`src/rtl/serial_adder_pkg.sv`:
```
// serial_adder_pkg
// Shared definitions for the bit-serial adder:
//   state_e : controller states (IDLE=0, SHIFT=1, DONE=2)
//   clog2() : bit width needed to hold a count of 0..n-1
package serial_adder_pkg;

    typedef enum logic [1:0] {
        IDLE  = 2'd0,
        SHIFT = 2'd1,
        DONE  = 2'd2
    } state_e;

    // Smallest w with 2**w >= n; returns at least 1 so that a counter
    // declared with this width is never zero bits wide.
    function automatic int clog2(input int n);
        int w;
        w = 0;
        while ((1 << w) < n) begin
            w = w + 1;
        end
        if (w < 1) begin
            w = 1;
        end
        return w;
    endfunction

endpackage

```
`src/rtl/fa_slice.sv`:
```
// fa_slice
// Combinational one-bit full adder.
// Ports:
//   a, b, cin : addend bits and carry-in
//   sum       : a ^ b ^ cin
//   cout      : majority(a, b, cin)
module fa_slice (
    input  logic a,
    input  logic b,
    input  logic cin,
    output logic sum,
    output logic cout
);

    assign sum  = a ^ b ^ cin;
    assign cout = (a & b) | (a & cin) | (b & cin);

endmodule

```
`src/rtl/serial_adder.sv`:
```
// serial_adder
// Bit-serial adder: {cout,sum} = a + b + cin, one bit per clock, LSB
// first, using a single fa_slice and a registered carry.
// Optional feature macro: SERIAL_ADDER_OVF_EN adds a registered signed
// overflow output 'ovf'.
// Ports:
//   clk   : rising-edge clock
//   rst_n : synchronous reset, active-low
//   start : request, sampled in IDLE or DONE
//   a, b  : WIDTH-bit operands, captured on the accepting edge
//   cin   : carry-in, captured on the accepting edge
//   busy  : high while bits are being processed
//   done  : one-cycle pulse, sum/cout valid
//   sum   : registered result
//   cout  : registered carry-out of bit WIDTH-1
//   ovf   : (SERIAL_ADDER_OVF_EN only) registered two's-complement overflow
module serial_adder
    import serial_adder_pkg::*;
#(
    parameter int WIDTH = 8
) (
    input  logic             clk,
    input  logic             rst_n,
    input  logic             start,
    input  logic [WIDTH-1:0] a,
    input  logic [WIDTH-1:0] b,
    input  logic             cin,
    output logic             busy,
    output logic             done,
    output logic [WIDTH-1:0] sum,
`ifdef SERIAL_ADDER_OVF_EN
    output logic             ovf,
`endif
    output logic             cout
);

    localparam int CNT_W = clog2(WIDTH);
    localparam logic [CNT_W-1:0] LAST_BIT = CNT_W'(WIDTH - 1);

    state_e             state_q, state_d;
    logic [WIDTH-1:0]   a_sr_q, a_sr_d;
    logic [WIDTH-1:0]   b_sr_q, b_sr_d;
    logic [WIDTH-1:0]   res_sr_q, res_sr_d;
    logic               carry_q, carry_d;
    logic [CNT_W-1:0]   cnt_q, cnt_d;
    logic [WIDTH-1:0]   sum_q, sum_d;
    logic               cout_q, cout_d;
`ifdef SERIAL_ADDER_OVF_EN
    logic               ovf_q, ovf_d;
`endif

    logic               bit_sum;
    logic               bit_carry;

    fa_slice u_fa (
        .a    (a_sr_q[0]),
        .b    (b_sr_q[0]),
        .cin  (carry_q),
        .sum  (bit_sum),
        .cout (bit_carry)
    );

    always_ff @(posedge clk) begin
        if (!rst_n) begin
            state_q  <= IDLE;
            a_sr_q   <= '0;
            b_sr_q   <= '0;
            res_sr_q <= '0;
            carry_q  <= 1'b0;
            cnt_q    <= '0;
            sum_q    <= '0;
            cout_q   <= 1'b0;
`ifdef SERIAL_ADDER_OVF_EN
            ovf_q    <= 1'b0;
`endif
        end else begin
            state_q  <= state_d;
            a_sr_q   <= a_sr_d;
            b_sr_q   <= b_sr_d;
            res_sr_q <= res_sr_d;
            carry_q  <= carry_d;
            cnt_q    <= cnt_d;
            sum_q    <= sum_d;
            cout_q   <= cout_d;
`ifdef SERIAL_ADDER_OVF_EN
            ovf_q    <= ovf_d;
`endif
        end
    end

    always_comb begin
        state_d  = state_q;
        a_sr_d   = a_sr_q;
        b_sr_d   = b_sr_q;
        res_sr_d = res_sr_q;
        carry_d  = carry_q;
        cnt_d    = cnt_q;
        sum_d    = sum_q;
        cout_d   = cout_q;
`ifdef SERIAL_ADDER_OVF_EN
        ovf_d    = ovf_q;
`endif

        unique case (state_q)
            IDLE, DONE: begin
                if (start) begin
                    a_sr_d   = a;
                    b_sr_d   = b;
                    carry_d  = cin;
                    res_sr_d = '0;
                    cnt_d    = '0;
                    state_d  = SHIFT;
                end else if (state_q == DONE) begin
                    state_d  = IDLE;
                end
            end
            SHIFT: begin
                // New bit enters at the MSB so after WIDTH shifts bit 0 of
                // the operands has landed in bit 0 of the result.
                res_sr_d = {bit_sum, res_sr_q[WIDTH-1:1]};
                a_sr_d   = {1'b0, a_sr_q[WIDTH-1:1]};
                b_sr_d   = {1'b0, b_sr_q[WIDTH-1:1]};
                carry_d  = bit_carry;
                cnt_d    = cnt_q + 1'b1;
                if (cnt_q == LAST_BIT) begin
                    sum_d   = {bit_sum, res_sr_q[WIDTH-1:1]};
                    cout_d  = bit_carry;
`ifdef SERIAL_ADDER_OVF_EN
                    // carry_q here is the carry into the MSB slice.
                    ovf_d   = carry_q ^ bit_carry;
`endif
                    state_d = DONE;
                end
            end
            default: begin
                state_d = IDLE;
            end
        endcase
    end

    assign busy = (state_q == SHIFT);
    assign done = (state_q == DONE);
    assign sum  = sum_q;
    assign cout = cout_q;
`ifdef SERIAL_ADDER_OVF_EN
    assign ovf  = ovf_q;
`endif

endmodule

```
`config.mk`:
```
export PLATFORM = sky130hd
export DESIGN_NAME = serial_adder
export DESIGN_NICKNAME = d
export VERILOG_FILES = /design/src/rtl/serial_adder_pkg.sv /design/src/rtl/fa_slice.sv /design/src/rtl/serial_adder.sv
export SDC_FILE = /design/constraint.sdc
export NUM_CORES = 1
export LEC_CHECK = 0
export ABC_AREA = 1
export CAP_MARGIN = 0
export CORE_ASPECT_RATIO = 1.2
export CORE_MARGIN = 5
export CORE_UTILIZATION = 45
export DETAILED_ROUTE_END_ITERATION = 10
export DONT_BUFFER_PORTS = 1
export GPL_ROUTABILITY_DRIVEN = 0
export HOLD_SLACK_MARGIN = 0.03
export SLEW_MARGIN = 0
export SYNTH_ARGS = -nofsm -noshare
export SYNTH_HDL_FRONTEND = slang
export SYNTH_HIERARCHICAL = 1
export SYNTH_SLANG_ARGS = --single-unit
```
`constraint.sdc`:
```
create_clock -name clk -period 1.4 [get_ports clk]
set_clock_uncertainty 0.2 [all_clocks]
set_input_delay 0.35 -clock clk [delete_from_list [all_inputs] [get_ports clk]]
set_output_delay 0.35 -clock clk [all_outputs]
set_load 0.1 [all_outputs]
```
==> reports/results.tsv <==
stage	metric	value	unit
status	status	complete, but fails checks	
status	violated checks	negative setup slack	
final_layout	area of the multi-input gates	1090	um2
place	DP Area	2330	um2
global_route	vias in the first global route	1716	
clocking	clock latency on the worst-skew pair	290	ps
sta	Fmax	628	MHz
final_layout	Non-Filler Instances	354	
sta	final hold viol count	0	
final_layout	antenna cells	0	
route	final wirelength	5.02	mm
final_layout	Area Overhead vs Synth	42.7	%
place	post-placement cell count	318	
synth	largest cells by area after synthesis	dfxtp_1 37%, nand2_1 9.6%, nand3_2 9.4%	
route	DR DRC count	0	
worst_setup_path	worst path bufs/invs	2	
route	Vias	1786	
worst_setup_path	crit path kind	flip-flop to primary output	
pwr	PwrDens	913	nW/um2
worst_setup_path	crit path launch type	flip-flop	
sta	RSZ-0062 raised after global routing	yes	
place	Setup WS pre-CTS	-23.1	ps
sta	PnR worst setup slack	-191	ps
worst_setup_path	slowest CP cell	dfxtp_4	
sta	Final Max Slew Viols	0	
route	routed len/inst	14.2	um
synth	Syn Nets	276	
synth	Seq cells post-synth	38	
synth	Syn. warnings	6	
die	CORE AREA	4330	um2
place	HPWL Detailed	2.99	mm
sta	Rel. slew slack	84.8	%
clocking	CTS tree	built	
die	die area	5960	um2
synth	leading area contributor after synthesis	dfxtp_1	
die	Starting Density	46.9	%
sta	final worst path period share	114	%
worst_setup_path	CP cell instances	inv_8 > nor2_4 > buf_12	
global_route	total track usage	16.5	%
synth	synthesized netlist cell count	253	
route	Post-DRT Antenna Nets	0	
sta	Tmin final	1590	ps
final_layout	Filler cells	346	
worst_setup_path	CP endpoint kind	primary output	
clocking	H-tree depth	2	
clocking	CTS clock-pin slew for the worst setup and hold paths	80	ps
final_layout	cell area after layout	2900	um2
pwr	Max VDD drop	0.788	mV
die	chip height	83.6	um
worst_setup_path	reg2reg path depth	8	
run	max-cap violations	0	
worst_setup_path	worst endpoint required time	850	ps
global_route	GRT overflow	0	
route	First-pass DRT Iterations	4	
worst_setup_path	slowest stage delay, CP	410	ps
synth	Avg Cell Area, Syn	8.02	um2
route	via density per instance	5.05	
final_layout	storage element area	781	um2
clocking	CTS sink count	38	
clocking	CTS Buf Count	5	
clocking	root buffer cell	clkbuf_8	
route	DR iter-0 viols	69	
pwr	Pleak	1.17	nW
place	port bufs	0	
clocking	maximum clock path buffer count	2	
die	Ports	31	
final_layout	Layout Nets	320	
sta	setup violators final	14	
synth	synth unique cells	25	
synth	top-area cell type share of the netlist area	37.5	%
final_layout	Util after Layout	66.9	%
worst_setup_path	worst-path fanout max	2	
global_route	first-pass GRT wire length	7.99	mm
min_path	worst hold path cell count	2	
worst_setup_path	Worst path depth	3	
worst_setup_path	crit path DAT	1040	ps
synth	Netlist Area Pre-Place	2030	um2
synth	sequential area share after synthesis	37.5	%
die	FP Rows	26	
global_route	antenna violations before repair	0	
global_route	pin count of the biggest net entering global routing	23	
worst_setup_path	Worst path top cell family by delay	flip-flops	
final_layout	ratio of cells with drive above 1 in the final layout	38.3	%
sta	Worst-Margin Slew	226	ps
die	die width	71.3	um
min_path	Worst Hold Class	input port to flip-flop	
[state kept, by name (all words and copies together), names as in the netlist]
| signal | flops |
|---|---|
| sum | 8 |
| cout | 1 |
| res_sr_q | 7 |
| a_sr_q | 8 |
| b_sr_q | 8 |
| carry_q | 1 |
| state_q | 2 |
| cnt_q | 3 |
[layout make-up]
cell class	count	share of cell area [%]
multi-input cells	167	37.6
flip-flops and latches	38	27.0
inverters	33	4.62
clock inverters	2	0.346
well taps	56	2.42
clock buffers	6	3.24
repair buffers	52	24.8
[cell usage after synthesis]
library cell	n
nand2_1	52
dfxtp_1	38
nand3_1	28
inv_1	23
nand3_2	19
nor3_1	14
a21oi_1	12
nor2_1	11
a21oi_2	10
buf_6	8
clkinv_1	8
nor2_2	7
buf_2	4
nand3b_1	3
buf_4	2
buf_8	2
ha_1	2
inv_4	2
nand2_2	2
buf_12	1
fa_1	1
nand2_4	1
nand2_8	1
nor2_8	1
o21ai_0	1
[layer usage]
layer,share of wire [%],global-route usage [%],vias up
li1,-,-,896
met1,41,20.3,845
met2,51,27.1,31
met3,4.8,5.18,14
met4,2.7,5.13,0
met5,0,0,-
[power by group]
part / switching, mW / internal (mW)
registers: 0.0267 / 1.14
logic: 0.329 / 0.295
clock network: 0.398 / 0.453
total: 0.754 / 1.89
[metrics by stage]
step           hold WS, ps  TNS, ps  power (mW)
2_1_floorplan          228     -248        1.58
3_3_place_gp           263        0        1.64
3_5_place_dp           269     -120        1.65
4_1_cts               31.3     -390        2.57
5_1_grt               35.5    -1970        2.77
6_report              9.65     -721        2.64
[cell usage in the layout (no fill, tap or decap), drive strengths merged]
master	count
a21oi	22
buf	33
bufbuf	1
clkbuf	8
clkinv	10
dfxtp	38
dlygate4sd3	16
fa	1
ha	2
inv	25
nand2	58
nand3	47
nand3b	3
nor2	19
nor3	14
o21ai	1
[logic make-up (layout without fill, tap and decap cells)]
family,after synthesis,after routing,share of synthesized area (%)
AOI/OAI and AO/OA,23,23,7.52
adders and majority gates,3,3,2.22
buffers and inverters,50,93,15.0
DFF,38,38,37.5
and+or+nand+nor,139,141,37.8
[final timing paths]
path	from	end	slack, ps
worst min-delay path	a[0]	a_sr_q[0]$_SDFFE_PN0P_	10
worst max-delay path	state_q[1]$_SDFFE_PN0P_	done	-190
worst min register to register	a_sr_q[7]$_SDFFE_PN0P_	a_sr_q[7]$_SDFFE_PN0P_	270
worst max register to register	state_q[1]$_SDFFE_PN0P_	b_sr_q[5]$_SDFFE_PN0P_	-50
[what timing repair did]
| item | in CTS | in global routing |
|---|---|---|
| endpoints found under the hold margin | 17 | 1 |
| hold buffers | 15 | 1 |
| endpoints found under the setup margin | 11 | 41 |
| pin swaps | 2 | 10 |
| cloned | 1 | 5 |
| resized for setup | 9 | 24 |
| setup buffers | 4 | 2 |
Note: power is estimated with default switching activity, not from simulation.
